--- config.mk ---
export PLATFORM = sky130hd
export DESIGN_NAME = word_serial_tx
export DESIGN_NICKNAME = d
export VERILOG_FILES = /design/src/rtl/word_serial_tx.sv
export SDC_FILE = /design/constraint.sdc
export NUM_CORES = 1
export LEC_CHECK = 0
export ABC_AREA = 1
export CORE_MARGIN = 1
export CORE_UTILIZATION = 44
export CTS_CLUSTER_SIZE = 30
export DETAILED_ROUTE_END_ITERATION = 6
export PLACE_DENSITY = 0.74
export RECOVER_POWER = 100
export SYNTH_ARGS = -nofsm -noshare
export SYNTH_HDL_FRONTEND = slang
export SYNTH_SLANG_ARGS = --single-unit
--- constraint.sdc ---
create_clock -name clk -period 1.25 [get_ports clk]
set_input_delay 0.1875 -clock clk [delete_from_list [all_inputs] [get_ports clk]]
set_output_delay 0.1875 -clock clk [all_outputs]
set_load 0.1 [all_outputs]
--- src/rtl/word_serial_tx.sv ---
// word_serial_tx: parallel-in, serial-out transmitter for one WIDTH-bit word.
// Latency: first bit on q the cycle after the accept edge; done follows the last bit period.
// Backpressure: ready only in IDLE; load while busy is dropped; e=0 freezes the current bit.
//
// Ports:
//   clk   - clock, rising edge
//   r     - asynchronous active-high reset
//   e     - shift enable; each enabled edge ends one bit period
//   d     - parallel word, sampled only on the accept edge
//   load  - request to accept d (honoured when ready)
//   ready - high in IDLE
//   q     - registered serial data, idles high; qbar = ~q
//   busy  - high while a word (and optional parity bit) is being sent
//   done  - one-cycle pulse after the final bit period
//
// Optional feature: define WORD_SERIAL_TX_PARITY_EN to append an even-parity
// bit (XOR of the captured word) after the last data bit.
module word_serial_tx #(
  parameter int WIDTH     = 8,
  parameter bit MSB_FIRST = 1'b1
) (
  input  logic             clk,
  input  logic             r,
  input  logic             e,
  input  logic [WIDTH-1:0] d,
  input  logic             load,
  output logic             ready,
  output logic             q,
  output logic             qbar,
  output logic             busy,
  output logic             done
);

  localparam int            CW   = $clog2(WIDTH + 1);
  localparam logic [CW-1:0] LAST = CW'(WIDTH - 1);

  typedef enum logic [1:0] {
    IDLE  = 2'd0,
    SHIFT = 2'd1
`ifdef WORD_SERIAL_TX_PARITY_EN
    ,
    PARITY = 2'd2
`endif
  } state_t;

  state_t           state_q, state_d;
  logic [WIDTH-1:0] sreg_q, sreg_d;
  logic [CW-1:0]    cnt_q, cnt_d;
  logic             ser_q, ser_d;
  logic             done_q, done_d;
`ifdef WORD_SERIAL_TX_PARITY_EN
  logic             par_q, par_d;
`endif

  always_ff @(posedge clk or posedge r) begin
    if (r) begin
      state_q <= IDLE;
      sreg_q  <= '0;
      cnt_q   <= '0;
      ser_q   <= 1'b1;
      done_q  <= 1'b0;
`ifdef WORD_SERIAL_TX_PARITY_EN
      par_q   <= 1'b0;
`endif
    end else begin
      state_q <= state_d;
      sreg_q  <= sreg_d;
      cnt_q   <= cnt_d;
      ser_q   <= ser_d;
      done_q  <= done_d;
`ifdef WORD_SERIAL_TX_PARITY_EN
      par_q   <= par_d;
`endif
    end
  end

  always_comb begin
    state_d = state_q;
    sreg_d  = sreg_q;
    cnt_d   = cnt_q;
    ser_d   = ser_q;
    done_d  = 1'b0;
`ifdef WORD_SERIAL_TX_PARITY_EN
    par_d   = par_q;
`endif
    case (state_q)
      IDLE: begin
        // Acceptance does not depend on e: the first bit is presented at once.
        if (load) begin
          state_d = SHIFT;
          sreg_d  = d;
          cnt_d   = '0;
          ser_d   = MSB_FIRST ? d[WIDTH-1] : d[0];
`ifdef WORD_SERIAL_TX_PARITY_EN
          par_d   = ^d;
`endif
        end
      end
      SHIFT: begin
        if (e) begin
          if (cnt_q == LAST) begin
`ifdef WORD_SERIAL_TX_PARITY_EN
            state_d = PARITY;
            ser_d   = par_q;
`else
            state_d = IDLE;
            ser_d   = 1'b1;
            done_d  = 1'b1;
`endif
          end else begin
            cnt_d = cnt_q + 1'b1;
            // Rotate rather than shift: the vacated bit is never transmitted,
            // and the register stays a plain ring of the captured word.
            if (MSB_FIRST) begin
              ser_d  = sreg_q[WIDTH-2];
              sreg_d = {sreg_q[WIDTH-2:0], sreg_q[WIDTH-1]};
            end else begin
              ser_d  = sreg_q[1];
              sreg_d = {sreg_q[0], sreg_q[WIDTH-1:1]};
            end
          end
        end
      end
`ifdef WORD_SERIAL_TX_PARITY_EN
      PARITY: begin
        if (e) begin
          state_d = IDLE;
          ser_d   = 1'b1;
          done_d  = 1'b1;
        end
      end
`endif
      default: state_d = IDLE;
    endcase
  end

  assign ready = (state_q == IDLE);
  assign busy  = (state_q != IDLE);
  assign q     = ser_q;
  assign qbar  = ~ser_q;
  assign done  = done_q;

endmodule

== Yosys cells after proc, flatten, opt, wreduce, memory -nomap -nowiden ==
Index checks and enable logic that the tools add are counted.

* Flip-flop bits (word level): 16
* Output and inout bits: 5
* Input bits: 12
* Word-level logic and storage cells: 38

* Add/sub/neg operators: 1
* Mux-type cells: 19
* Reduce and logical (&&, ||, !) cells: 6
* Equality and inequality tests: 6
* Bitwise logic cells: 1

{| class="wikitable"
|+ Operators with widths
! kind !! number
|-
| 8-bit two-way mux || 3
|-
| 8-bit case mux with 2 select lines || 1
|-
| 4-bit two-way mux || 3
|-
| 2-bit != test (second input constant) || 4
|-
| 4-bit case mux with 2 select lines || 1
|-
| 1-bit two-way mux || 6
|-
| 2-bit two-way mux || 3
|-
| 3-bit AND reduction || 2
|-
| 4-bit by 1-bit adder with 4-bit output (second input constant) || 1
|-
| 4-bit by 3-bit == test with 1-bit output (second input constant) || 1
|-
| 2-bit case mux with 2 select lines || 1
|-
| 4-bit AND reduction || 1
|-
| 2-bit nonzero test || 2
|-
| 2-bit by 1-bit == test with 1-bit output (second input constant) || 1
|-
| 2-bit zero test || 1
|-
| 1-bit case mux with 2 select lines || 1
|-
| 1-bit inverter || 1
|}

== Longest topological paths before layout ==
* Word-level depth: 4
* Gate-level depth with buffers: 7
* Depth with buffers taken out: 7

== Worst setup path after synthesis ==
Ideal clock, no wire load.

* Kind: flip-flop to flip-flop
* From: register state_q[0]
* To: register sreg_q[0]
* Arrival: 2.017 ns
* Buffers on the path: 1
* Cell stages (with the launch flop): 6
* Slack: -0.832 ns
* Required time: 1.185 ns
* Cell sequence: dfrtp_1 > inv_2 > nand2_2 > buf_4 > nand3_1 > nand2_1

* Cells in the longest elaborated chain, start to end: 3
* Elaborated cells on any way between the ends: 8
* Classes of those cells: eq/ne: 4; mux: 1; reduce/logical: 3

{| class="wikitable"
|+ Ends and longest elaborated chain
! what !! line !! RTL
|-
| from (decl) || 46 || <nowiki>state_t state_q, state_d;</nowiki>
|-
| from (signal assigned) || 66 || <nowiki>state_q <= state_d;</nowiki>
|-
| 2-bit zero test (*) || - ||
|-
| net ready || 27 || <nowiki>output logic ready,</nowiki>
|-
| 2-bit != test (no source line) / 2-bit nonzero test (equally long branches) || - ||
|-
| 4-bit AND reduction (no source line) || - ||
|-
| to (signal assigned) || 67 || <nowiki>sreg_q <= sreg_d;</nowiki>
|-
| to (decl) || 47 || <nowiki>logic [WIDTH-1:0] sreg_q, sreg_d;</nowiki>
|}

Mark *: on every way through the listed nets, which the timed path passes. The rest lies on a longest branch.
A chain may end at the register's enable or synchronous reset.

== Final worst setup path ==
* From: register ser_q (netlist: q)
* To: output qbar

* Cells in the longest elaborated chain, start to end: 1

{| class="wikitable"
|+ Ends and longest elaborated chain
! what !! line !! RTL
|-
| from (decl) || 49 || <nowiki>logic ser_q, ser_d;</nowiki>
|-
| from (signal assigned) || 69 || <nowiki>ser_q <= ser_d;</nowiki>
|-
| 1-bit inverter || 140 || <nowiki>assign qbar = ~ser_q;</nowiki>
|-
| to (decl) || 29 || <nowiki>output logic qbar,</nowiki>
|}

Every way passes these cells.

==> impl_metrics.toml <==
[run_status]
status = "finished, violations left"
violations = "negative setup slack"

[floorplanning]
fp.dieArea_um2 = 2033
row_count = 15
die_width_um = 45.09
coreArea_um2 = 1727
io_pins = 17
die_h_um = 45.09
initial_core_util_pct = 47.32

[grt]
overflow = 0
grt_max_degree = 10
grt_antenna_before_repair = 0
track_usage_pct = 21.92
grt_pass1_vias = 784
grt_pass1_wl_um = 3091

[synthesis]
synth_fa_ha_area_share_pct = 1.531
syn_inst = 113
synthTopCellsByArea = "dfrtp_1 43%, nand2_1 25%, nand3_1 6.7%, inv_1 5.1%, nand3_2 3.7%"
syn-mean-instance-area_um2 = 7.230
yosysTopAreaCellShare_pct = 42.88
synth_common_cells = "55 x nand2_1, 14 x dfrtp_1, 11 x inv_1, 11 x nand3_1, 6 x nor2_1"
yosys.area_share.simple_pct = 43.03
synth_edf_count = 0
synth_flop_cell = "dfrtp_1"
synth_compound_area_share_pct = 0.6126
ys_warn_count = 0
async_flop_share_pct = 100.0
synth-seq-cells = 15
yosys.cell_types.count = 14
yosys.area.top_type = "dfrtp_1"
synth.most_common_cell = "nand2_1"
syn-cell-area_um2 = 817.0
synthXorXnorAreaFrac_pct = 0
synth_mux_area_share_pct = 0
synth-seq-area-share_pct = 46.09
synth_top_family_by_area = "simple AND/OR/NAND/NOR gates"
syn_nets = 126

[worst_setup_path]
timing.rr.end = "state_q[0]$_DFFE_PP0P_"
crit_path_end_kind = "output pin"
cp.arrival_ns = 1.20
r2r_start = "state_q[0]$_DFFE_PP0P_"
critPathLaunchType = "register"
path_class = "reg -> out"
worstPathMaxFanout = 3
crit_required_ns = 1.06
r2r_cells = 5
r2r_slack_ns = -0.02

[placement]
hpwl_um = 1491
gp_congestion = 0.9225
port_buffers = 16
dp_cells = 166
dp_slack_ns = -0.05931

[cts]
clk_path_buf_depth = 2
cts_tree = "yes"
clock-root-buffer = "clkbuf_4"
cts_made_buffers = 3
path_clk_slew_ns = 0.09
clk_latency_ns = 0.28
holdBufCountCts = 0
cts-htree-levels = 1
clkSinkCount = 15

[sta]
period_minus_slack_ns = 1.388
hold_ws_ns = 0.2777
worst_slew_pin_slew_ns = 0.4050
period_share_pct = 111.0
final.setup_skew_ns = 0.005071
rsz0062_at_grt = "true"
finalSetupViolCount = 5
slew_violations = 0
fmax_ghz = 0.7205
finalWorstSetupSlack_ns = -0.1379
hold_viol = 0
max_slew_margin_pct = 73.00

[route]
via_count = 826
drc = 0
wirelength_um = 1919
ant_nets = 0
wl_per_cell_um = 11.22
drt-pass1-iter-count = 4
drt_iter0_drc = 21
post_drt_via_cell_ratio = 4.830

[layout]
nets = 160
syn2layout_area_growth_pct = 58.96
fin_cells = 171
fill_cells = 143
drive_above_1_share_pct = 30.14
num_antenna_cells = 0

[power_and_ir_drop]
worst_ir_drop_vdd_v = 0.001720
cellLeakagePower_nw = 0.6723
cellPowerDensity_nw_per_um2 = 2066

[min_path]
hold_class = "in -> async"

[flow_run]
cap_violations = 0
layer usage:
layer | share of wire, % | track usage, %
met2 | 49 | 36.81
met4 | 2.3 | 10.30
met5 | 0 | 0
met3 | 4.7 | 4.800
met1 | 44 | 26.60
cell usage in the layout (no fill, tap or decap), drive strengths merged:
master,synthesis,layout
buf,3,18
clkbuf,0,7
clkdlybuf4s50,0,10
clkinvlp,0,1
dfrtp,14,14
dfstp,1,1
dlygate4sd3,0,1
ha,1,1
inv,12,11
nand2,58,58
nand3,14,14
nand4,3,3
nor2,6,6
o21ai,1,1
power by group:
part           internal [W]  total (W)  switching (W)
registers          0.000695   0.000850       0.000155
clock network      0.000124   0.000275       0.000151
logic              0.000648    0.00156       0.000912
total               0.00147    0.00268        0.00122
critical path: stages (launching register included):
cell	delay, ns
dfstp_4	0.66
clkinvlp_4	0.10
buf_12	0.17
flip-flops by register name (all words and copies together) (netlist names):
signal   cells
q            1
state_q      1
done         1
sreg_q       8
cnt_q        4
how the worst max path moves through the flow:
stage | from | end | slack, ns
3_5_place_dp | e | sreg_q[0]$_DFFE_PP0P_ | -0.06
3_3_place_gp | load | sreg_q[7]$_DFFE_PP0P_ | -0.05
5_1_grt | q$_DFFE_PP1P_ | qbar | -0.17
4_1_cts | q$_DFFE_PP1P_ | qbar | -0.15
2_1_floorplan | q$_DFFE_PP1P_ | qbar | -0.21
6_report | q$_DFFE_PP1P_ | qbar | -0.14
through the flow:
stage	setup TNS, ns	util [%]	instance area (µm²)	total power (W)
after global placement	-0.3200	71.81	1240	0.002291
final	-0.3779	75.22	1299	0.002684
after CTS	-0.3764	74.86	1292	0.002654
after floorplan	-0.4850	-	898.4	0.001818
after global routing	-0.9563	75.22	1299	0.002861
after detailed placement	-0.4556	71.81	1240	0.002337
layout make-up:
cell class | count | area, µm² | share of cell area, %
multi-input combinational | 83 | 459.2 | 35.36
tap | 25 | 31.28 | 2.408
inverter | 12 | 61.31 | 4.721
sequential | 15 | 384.1 | 29.58
clock buffer | 4 | 26.28 | 2.023
timing repair buffer | 32 | 336.6 | 25.92
kinds of logic after synthesis:
| logic type | Yosys count |
|---|---|
| buffers and inverters | 15 |
| DFF | 15 |
| AOI/OAI and AO/OA | 1 |
| and+or+nand+nor | 81 |
| adders and majority gates | 1 |
repair_timing:
| action | CTS | global route |
|---|---|---|
| pin swaps | 0 | 5 |
| gates resized for setup | 4 | 8 |
| setup buffers | 1 | 2 |
| gates cloned | 0 | 0 |
| endpoints found under the setup margin | 4 | 15 |
Note: power is estimated with default switching activity, not from simulation.
